$ cat src/rtl/bnn_conv3x3_xnor.sv
// 3x3 binary convolution stage: assembles windows from line-buffer columns,
// computes XNOR-popcount against a 9-bit kernel and thresholds the result.
module bnn_conv3x3_xnor #(
  parameter int W0    = 28,
  parameter int W1    = 12,
  parameter int CNT_W = 10
) (
  input  logic       clk,
  input  logic       rst,
  input  logic       frame_start,
  input  logic       state,
  input  logic       start,
  input  logic [2:0] taps,
  input  logic [8:0] weight,
  input  logic [3:0] thresh,
  output logic       dout,
  output logic [3:0] pop,
  output logic       dout_valid,
  output logic       frame_done,
  output logic       busy
);

  localparam int COL_W = $clog2(W0);

  localparam logic [CNT_W-1:0] FILL_END0 = CNT_W'(3 * W0 - 1);
  localparam logic [CNT_W-1:0] FILL_END1 = CNT_W'(3 * W1 - 1);
  localparam logic [CNT_W-1:0] LAST0     = CNT_W'(W0 * W0 + W0 - 1);
  localparam logic [CNT_W-1:0] LAST1     = CNT_W'(W1 * W1 + W1 - 1);
  localparam logic [COL_W-1:0] COL_END0  = COL_W'(W0 - 1);
  localparam logic [COL_W-1:0] COL_END1  = COL_W'(W1 - 1);

  typedef enum logic [1:0] {
    IDLE,
    FILL,
    RUN,
    DONE
  } fsm_e;

  fsm_e             fsm_q, fsm_d;
  logic             mode_q, mode_d;
  logic [CNT_W-1:0] i_q, i_d;
  logic [COL_W-1:0] col_q, col_d;
  logic [2:0]       col0_q, col0_d, col1_q, col1_d, col2_q, col2_d;
  logic             win_valid_q, win_valid_d;
  logic             last_q, last_d;
  logic             dout_q, dout_d;
  logic [3:0]       pop_q, pop_d;
  logic             dout_valid_q, dout_valid_d;
  logic             frame_done_q, frame_done_d;

  logic [CNT_W-1:0] fill_end, last_end;
  logic [COL_W-1:0] col_end;
  logic             sample;
  logic             out_upd;
  logic [8:0]       win;
  logic [8:0]       xn;
  logic [3:0]       pop_next;

  assign fill_end = mode_q ? FILL_END1 : FILL_END0;
  assign last_end = mode_q ? LAST1 : LAST0;
  assign col_end  = mode_q ? COL_END1 : COL_END0;
  assign sample   = start && ((fsm_q == FILL) || (fsm_q == RUN));

  // Row-major window: columns are oldest (left) to newest (right), bit2 = top.
  assign win = {col0_q[2], col1_q[2], col2_q[2],
                col0_q[1], col1_q[1], col2_q[1],
                col0_q[0], col1_q[0], col2_q[0]};

  always_comb begin
    xn       = ~(win ^ weight);
    pop_next = '0;
    for (int unsigned k = 0; k < 9; k++) begin
      pop_next = pop_next + {3'b000, xn[k]};
    end
  end

  always_comb begin
    fsm_d       = fsm_q;
    mode_d      = mode_q;
    i_d         = i_q;
    col_d       = col_q;
    col0_d      = col0_q;
    col1_d      = col1_q;
    col2_d      = col2_q;
    win_valid_d = 1'b0;
    last_d      = 1'b0;

    // A window in flight when a new frame is armed must not reach the outputs.
    out_upd      = win_valid_q && !frame_start;
    dout_valid_d = out_upd;
    frame_done_d = out_upd && last_q;
    pop_d        = out_upd ? pop_next : pop_q;
    dout_d       = out_upd ? (pop_next >= thresh) : dout_q;

    if (frame_start) begin
      fsm_d  = FILL;
      mode_d = state;
      i_d    = '0;
      col_d  = '0;
      col0_d = '0;
      col1_d = '0;
      col2_d = '0;
    end else if (sample) begin
      i_d = i_q + CNT_W'(1);
      if (fsm_q == FILL) begin
        if (i_q == fill_end) fsm_d = RUN;
      end else begin
        col0_d      = col1_q;
        col1_d      = col2_q;
        col2_d      = taps;
        win_valid_d = (col_q >= COL_W'(2));
        col_d       = (col_q == col_end) ? '0 : col_q + COL_W'(1);
        if (i_q == last_end) begin
          fsm_d  = DONE;
          last_d = 1'b1;
        end
      end
    end
  end

  always_ff @(posedge clk or posedge rst) begin
    if (rst) begin
      fsm_q        <= IDLE;
      mode_q       <= 1'b0;
      i_q          <= '0;
      col_q        <= '0;
      col0_q       <= '0;
      col1_q       <= '0;
      col2_q       <= '0;
      win_valid_q  <= 1'b0;
      last_q       <= 1'b0;
      dout_q       <= 1'b0;
      pop_q        <= '0;
      dout_valid_q <= 1'b0;
      frame_done_q <= 1'b0;
    end else begin
      fsm_q        <= fsm_d;
      mode_q       <= mode_d;
      i_q          <= i_d;
      col_q        <= col_d;
      col0_q       <= col0_d;
      col1_q       <= col1_d;
      col2_q       <= col2_d;
      win_valid_q  <= win_valid_d;
      last_q       <= last_d;
      dout_q       <= dout_d;
      pop_q        <= pop_d;
      dout_valid_q <= dout_valid_d;
      frame_done_q <= frame_done_d;
    end
  end

  assign dout       = dout_q;
  assign pop        = pop_q;
  assign dout_valid = dout_valid_q;
  assign frame_done = frame_done_q;
  assign busy       = (fsm_q == FILL) || (fsm_q == RUN);

endmodule

$ cat config.mk
export PLATFORM = sky130hd
export DESIGN_NAME = bnn_conv3x3_xnor
export DESIGN_NICKNAME = d
export VERILOG_FILES = /design/src/rtl/bnn_conv3x3_xnor.sv
export SDC_FILE = /design/constraint.sdc
export NUM_CORES = 1
export LEC_CHECK = 0
export BUFFER_PORTS_ARGS = -buffer_cell sky130_fd_sc_hd__buf_4
export CAP_MARGIN = 20
export CORE_MARGIN = 10
export CORE_UTILIZATION = 55
export CTS_CLUSTER_DIAMETER = 80
export DETAILED_ROUTE_END_ITERATION = 8
export GPL_TIMING_DRIVEN = 0
export PLACE_DENSITY = 0.77
export RECOVER_POWER = 100
export SLEW_MARGIN = 20
export SYNTH_ARGS = -nofsm -noshare
export SYNTH_HDL_FRONTEND = slang
export SYNTH_SLANG_ARGS = --single-unit
$ cat constraint.sdc
create_clock -name clk -period 5.32 [get_ports clk]
set_input_delay 0.532 -clock clk [delete_from_list [all_inputs] [get_ports clk]]
set_output_delay 0.532 -clock clk [all_outputs]
set_load 0.005 [all_outputs]
; ---- Word-level counts from Yosys, hierarchy flattened
; Cells that the tools add are included.
; W data, S select, Z words.
[op_classes]
mul = 0
add_sub_neg = 10
shifts = 0
magnitude_cmp = 2
n_mux = 30
bitwise = 2
reduce_logical = 9
div = 0
eq_ne = 7
[op_table]
columns = operator, count
row1 = $mux W10, 3
row2 = $mux W3, 9
row3 = $mux W5, 5
row4 = $add A4 B1 Y4, 5
row5 = $add A10 B1 Y10 const B, 1
row6 = $eq A10 B10 Y1, 1
row7 = $eq A10 B7 Y1, 1
row8 = $mux W2, 5
row9 = $not A9 Y9, 1
row10 = $xor A9 B9 Y9, 1
row11 = $mux W1, 7
row12 = $mux W7, 1
row13 = $add A5 B1 Y5 const B, 1
row14 = $eq A5 B5 Y1, 1
row15 = $ge A5 B2 Y1 const B, 1
row16 = $add A3 B1 Y4, 1
row17 = $ge A4 B4 Y1, 1
row18 = $add A2 B1 Y3, 1
row19 = $logic_and A1 B1 Y1, 3
row20 = $ne A3 B2 Y1 const B, 1
row21 = $reduce_and A3 Y1, 1
row22 = $reduce_bool A3 Y1, 1
row23 = $add A1 B1 Y2, 1
row24 = $eq A2 B1 Y1 const B, 1
row25 = 6 further kinds, 6
[word_totals]
latchBits = 0
romBits = 0
register_bits = 36
out_inout_bits = 8
ramBits = 0
mem_count = 0
input_bits = 21

; ---- Longest topological paths before layout
[logic_depth]
ltp_word = 11
ltp_mapped = 13
ltp_nobuf = 13

; ---- Least setup slack after synthesis
; OpenSTA, ideal clock, no wires.
[synth_timing]
path_type = input to register
start = in weight[0]
end = reg dout_q, in the netlist dout
setup_slack_ps = 1274
n_path_buf = 0
t_arrival_ps = 3918
cell_stages = 13
setup_ps = 128
required_ps = 5192
cell_sequence = xor2_1 -> fa_1 -> fa_1 -> inv_1 -> fa_1 -> inv_1 -> fa_1 -> fa_1 -> inv_1 -> ha_1 -> a21o_1 -> a21oi_1 -> o21ai_0
[synth_via]
elab_chain_cells = 11
[synth_rtl]
columns = item, line
row1 = "start, declared", 14  ; input logic [8:0] weight,
row2 = $xor A9 B9 Y9, 70  ; xn = ~(win ^ weight);
row3 = $not A9 Y9, 70
row4 = $add A1 B1 Y2, 73  ; pop_next = pop_next + {3'b000, xn[k]};
row5 = $add A2 B1 Y3, 73
row6 = $add A3 B1 Y4, 73
row7 = $add A4 B1 Y4 (5 in series), 73
row8 = net pop_next[1], 57  ; logic [3:0] pop_next;
row9 = $ge A4 B4 Y1, 93  ; dout_d = out_upd ? (pop_next >= thresh) : dout_q;
row10 = "end signal, assigned", 146  ; dout_q <= dout_d;
row11 = "end, declared", 46  ; logic dout_q, dout_d;
; The timed path passes the listed nets, and every way through them passes these cells.
; A chain may end at the register's enable or synchronous reset.

; ---- Worst setup path in the final report
[layout_timing]
start = reg col2_q[0]
end = reg dout_q, in the netlist dout
[layout_via]
elab_chain_cells = 11
[layout_rtl]
columns = item, line
row1 = "start, declared", 43  ; logic [2:0] col0_q, col0_d, col1_q, col1_d, col2_q, col2_d;
row2 = "start signal, assigned", 143  ; col2_q <= col2_d;
row3 = $xor A9 B9 Y9, 70
row4 = $not A9 Y9, 70
row5 = $add A1 B1 Y2, 73
row6 = $add A2 B1 Y3, 73
row7 = $add A3 B1 Y4, 73
row8 = $add A4 B1 Y4 (5 in series), 73
row9 = net pop_next[1], 57
row10 = $ge A4 B4 Y1, 93
; The timed path passes the listed nets, and every way through them passes these cells.

==> flow_results.xml <==
<?xml version="1.0" encoding="UTF-8"?>
<metrics>
  <group name="job">
    <metric name="drv_cap" unit="">0</metric>
  </group>
  <group name="cells_and_area">
    <metric name="final_nets" unit="">283</metric>
    <metric name="diodes" unit="">0</metric>
    <metric name="area_delta_synth_final" unit="%">17.0</metric>
    <metric name="finish.utilization" unit="%">66.2</metric>
    <metric name="finalNonFillerCells" unit="">296</metric>
    <metric name="post_route_cells_drive_above_1_share" unit="%">16.9</metric>
  </group>
  <group name="pwr">
    <metric name="power_density" unit="nW/µm²">245</metric>
    <metric name="power.net_switching" unit="µW">155</metric>
    <metric name="p_int" unit="µW">436</metric>
    <metric name="combPwrFrac" unit="%">17.9</metric>
    <metric name="power_share_of_the_sequential_group" unit="%">48.3</metric>
    <metric name="vdd_ir_drop_max" unit="mV">0.186</metric>
    <metric name="pwr-share-clk" unit="%">33.7</metric>
    <metric name="switching_share" unit="%">26.2</metric>
    <metric name="total_leakage_power" unit="nW">1.10</metric>
  </group>
  <group name="floorplan">
    <metric name="floorplan.die_area" unit="µm²">6580</metric>
    <metric name="die-height" unit="µm">81.1</metric>
    <metric name="io-pin-count" unit="">29</metric>
    <metric name="fp.coreArea" unit="µm²">3630</metric>
    <metric name="initial_utilization" unit="%">56.6</metric>
    <metric name="die-width" unit="µm">81.1</metric>
    <metric name="rows" unit="">22</metric>
  </group>
  <group name="timing">
    <metric name="timing_hold_violations_final" unit="">0</metric>
    <metric name="time_the_final_worst_path_needs_with_i_o_delays_and_setup" unit="ns">4.12</metric>
    <metric name="timing.clock.skew" unit="ns">0.0109</metric>
    <metric name="setup_viol" unit="">0</metric>
    <metric name="hold_ws" unit="ns">0.446</metric>
    <metric name="fmax" unit="MHz">243</metric>
    <metric name="timing.max_slew.rel_slack" unit="%">11.7</metric>
    <metric name="grt_setup_unrepaired" unit="">no</metric>
    <metric name="final_min_period_over_clock_period" unit="%">77.4</metric>
    <metric name="fin_tns_setup" unit="ns">0</metric>
    <metric name="number_of_slew_limit_violations_in_the_final_report" unit="">0</metric>
    <metric name="worst_slew_pin_slew" unit="ns">1.32</metric>
  </group>
  <group name="critical_path">
    <metric name="crit-reg2reg-capture" unit="">dout$_DFFE_PP0P_</metric>
    <metric name="setup.worst_path.start" unit="">col2_q[0]$_DFFE_PP0P_</metric>
    <metric name="rrSetupSlack" unit="ns">1.20</metric>
    <metric name="crit_path_top_delay_cell" unit="">fa_1</metric>
    <metric name="critPathMaxFanout" unit="">3</metric>
    <metric name="regToRegStartpoint" unit="">col2_q[0]$_DFFE_PP0P_</metric>
    <metric name="worst-r2r-cell-count" unit="">13</metric>
    <metric name="arrival" unit="ns">4.28</metric>
    <metric name="cp-endpoint" unit="">dout$_DFFE_PP0P_</metric>
    <metric name="critPathMostFrequentCell" unit="">fa_1</metric>
    <metric name="crit_buf_inv" unit="">3</metric>
    <metric name="timing.critical_path.slowest_cell_delay" unit="ns">0.55</metric>
    <metric name="end_kind" unit="">flop</metric>
    <metric name="critPathLaunchType" unit="">flop</metric>
    <metric name="path_delay_family" unit="">adder cells</metric>
    <metric name="cp.depth" unit="">13</metric>
    <metric name="worst_ep_required_time" unit="ns">5.49</metric>
    <metric name="timing.critical_path.cells" unit="">xor2_1 -&gt; fa_1 -&gt; fa_1 -&gt; inv_1 -&gt; fa_1 -&gt; inv_1 -&gt; fa_1 -&gt; fa_1 -&gt; inv_1 -&gt; ha_1 -&gt; a21o_1 -&gt; a21oi_1 -&gt; o21ai_0</metric>
    <metric name="worstSetupPathType" unit="">flop to flop</metric>
  </group>
  <group name="clocking">
    <metric name="clock_tree.htree_level_count" unit="">2</metric>
    <metric name="max-clock-path-buffers" unit="">2</metric>
    <metric name="cts_num_sinks" unit="">36</metric>
    <metric name="cts_tree" unit="">yes</metric>
    <metric name="post_cts_resize_count" unit="">0</metric>
    <metric name="cts.reportedPaths.clkPinSlew" unit="ns">0.08</metric>
    <metric name="post_cts.repair.setup_buffers" unit="">0</metric>
    <metric name="insertion_delay" unit="ns">0.29</metric>
    <metric name="numCtsBuffers" unit="">5</metric>
    <metric name="cts_root_buf" unit="">clkbuf_8</metric>
    <metric name="cts-hold-fix-buffers" unit="">0</metric>
  </group>
  <group name="logic_synthesis">
    <metric name="syn-instance-count" unit="">213</metric>
    <metric name="postSynthNetCount" unit="">249</metric>
    <metric name="seq_area_frac_synth" unit="%">43.8</metric>
    <metric name="ys_warn_count" unit="">0</metric>
    <metric name="mappedNetlistArea" unit="µm²">2060</metric>
    <metric name="synth.distinct_cells" unit="">40</metric>
    <metric name="yosys_most_used_dff" unit="">dfrtp_1</metric>
    <metric name="number_of_synthesized_flops_with_an_enable_pin" unit="">0</metric>
    <metric name="syn_area_per_cell" unit="µm²">9.65</metric>
    <metric name="synth_largest_type_area_fraction" unit="%">43.8</metric>
    <metric name="post-synth-top-area-cell" unit="">dfrtp_1</metric>
    <metric name="leading_cell_types_by_total_area_after_synthesis" unit="">dfrtp_1 (44%), nand2_1 (6.2%), ha_1 (6.1%)</metric>
    <metric name="postSynthRegisterBits" unit="">36</metric>
    <metric name="synth_common_cells" unit="">dfrtp_1 (36), nand2_1 (34), inv_1 (19), nor2_1 (17), a21oi_1 (14)</metric>
    <metric name="synth.most_common_cell" unit="">dfrtp_1</metric>
    <metric name="async_reset_ff_share" unit="%">100</metric>
  </group>
  <group name="routing">
    <metric name="detailedRoute.firstIterationViolations" unit="">85</metric>
    <metric name="wirelength" unit="µm">4050</metric>
    <metric name="wl_per_cell" unit="µm">13.7</metric>
    <metric name="drt-pass1-iter-count" unit="">4</metric>
    <metric name="avgViaCountPerCell" unit="">5.30</metric>
    <metric name="ant_nets" unit="">0</metric>
    <metric name="post-route-drc-count" unit="">0</metric>
    <metric name="num_vias" unit="">1569</metric>
  </group>
  <group name="min_path">
    <metric name="hold_path.class" unit="">flop to flop</metric>
  </group>
  <group name="global_routing">
    <metric name="top_usage_layer_grt" unit="">met2</metric>
    <metric name="grt_antenna_before_repair" unit="">0</metric>
    <metric name="maximum_number_of_pins_on_one_net_before_global_route_repair" unit="">37</metric>
    <metric name="gr-usage-met3" unit="%">4.75</metric>
    <metric name="grt_util_all_layers" unit="%">13.0</metric>
    <metric name="wire_length_of_the_first_global_routing_pass" unit="µm">6780</metric>
    <metric name="globalRoute.totalOverflow" unit="">0</metric>
    <metric name="grt.met2_usage" unit="%">22.0</metric>
    <metric name="grt_pass1_vias" unit="">1534</metric>
    <metric name="met1_usage" unit="%">14.5</metric>
  </group>
  <group name="place">
    <metric name="place.port_buffers" unit="">27</metric>
    <metric name="dp_cells" unit="">288</metric>
    <metric name="place_hpwl" unit="µm">3050</metric>
    <metric name="gp_congestion" unit="">0.831</metric>
  </group>
  <group name="outcome">
    <metric name="run_status" unit="">complete, no violations</metric>
  </group>
</metrics>
-- how the worst min path moves through the flow --
| stage | startpoint | endpoint | slack [ns] | cells past startpoint |
|---|---|---|---|---|
| 4_1_cts | rst | fsm_q[1]$_DFFE_PP0P_ | 0.40 | 2 |
| 6_report | last_q$_DFF_PP0_ | frame_done$_DFF_PP0_ | 0.45 | 1 |
| 3_3_place_gp | last_q$_DFF_PP0_ | frame_done$_DFF_PP0_ | 0.43 | 1 |
| 5_1_grt | last_q$_DFF_PP0_ | frame_done$_DFF_PP0_ | 0.46 | 1 |
| 3_5_place_dp | last_q$_DFF_PP0_ | frame_done$_DFF_PP0_ | 0.44 | 1 |
| 2_1_floorplan | last_q$_DFF_PP0_ | frame_done$_DFF_PP0_ | 0.43 | 1 |
-- power groups by stage --
| stage | logic, mW | clock network, mW | registers (mW) |
|---|---|---|---|
| floorplan | 0.0700 | 0 | 0.290 |
| global placement | 0.103 | 0 | 0.290 |
| detailed placement | 0.109 | 0 | 0.291 |
| CTS | 0.109 | 0.203 | 0.286 |
| global route | 0.123 | 0.216 | 0.286 |
| finish | 0.106 | 0.199 | 0.285 |
-- sequential cells by signal (all words and copies together) (netlist names) --
signal       flops
col2_q           3
win_valid_q      1
col0_q           3
col1_q           3
dout_valid       1
col_q            5
pop              4
mode_q           1
i_q             10
fsm_q            2
dout             1
frame_done       1
last_q           1
-- stage by stage --
step | setup slack, ns | power (mW) | area [µm²]
final | 1.20 | 0.591 | 2410
after global routing | 0.977 | 0.625 | 2410
after CTS | 1.19 | 0.598 | 2410
after detailed placement | 0.996 | 0.400 | 2320
after global placement | 1.04 | 0.393 | 2320
after floorplan | 1.27 | 0.360 | 2060
-- cell type report --
| class | instances | area, µm² |
|---|---|---|
| timing repair buffer | 27 | 199 |
| clock inverter | 2 | 10.0 |
| clock buffer | 6 | 82.6 |
| multi-input combinational | 151 | 1060 |
| buffer | 7 | 26.3 |
| fill | 319 | 1230 |
| sequential | 36 | 901 |
| tap | 48 | 60.1 |
| inverter | 19 | 71.3 |
-- routing by layer --
layer	vias up	share of wire, %
met5	-	0
met1	752	41
li1	767	-
met4	0	2.3
met2	42	49
met3	8	8.0
-- worst register-to-register path: cells and delay by family, from the launching register on --
family	cells	cell delay, ns
flip-flops	1	0.41
adder cells (fa/ha/maj)	6	2.84
XOR/XNOR	1	0.19
buffers and inverters	3	0.17
AO/OA/AOI/OAI	3	0.39
-- cell families (layout without fill, tap and decap cells) --
logic type / Yosys count / in the layout / synth area share, %
fa+ha+maj: 15 / 15 / 11.0
compound gates: 30 / 30 / 9.43
simple gates: 81 / 81 / 19.8
flops: 36 / 36 / 43.8
buf+inv: 26 / 61 / 4.81
xor+xnor: 20 / 20 / 8.52
mux: 5 / 5 / 2.62
-- cell usage in the layout (no fill, tap or decap), drive strengths merged --
cell type and instances:
or2 1, o311ai 1, dfrtp 36, nor3b 2
xor2 10, a21oi 15, nand4bb 3, a21o 2
a211oi 1, a2111oi 1, mux2i 2, and4b 1
buf 18, nand3 3, o21a 1, or4 1
ha 10, nand2 34, clkbuf 22, nor2 17
nor3 6, xnor2 10, fa 5, nor2b 2
nand4 2, clkinv 2, nor4b 1, nand2b 1
and2 1, o21ai 9, or3b 2, nand3b 1
inv 19, nand4b 2, mux2 3, or3 1
No activity file was read; power rests on OpenSTA's default activity.
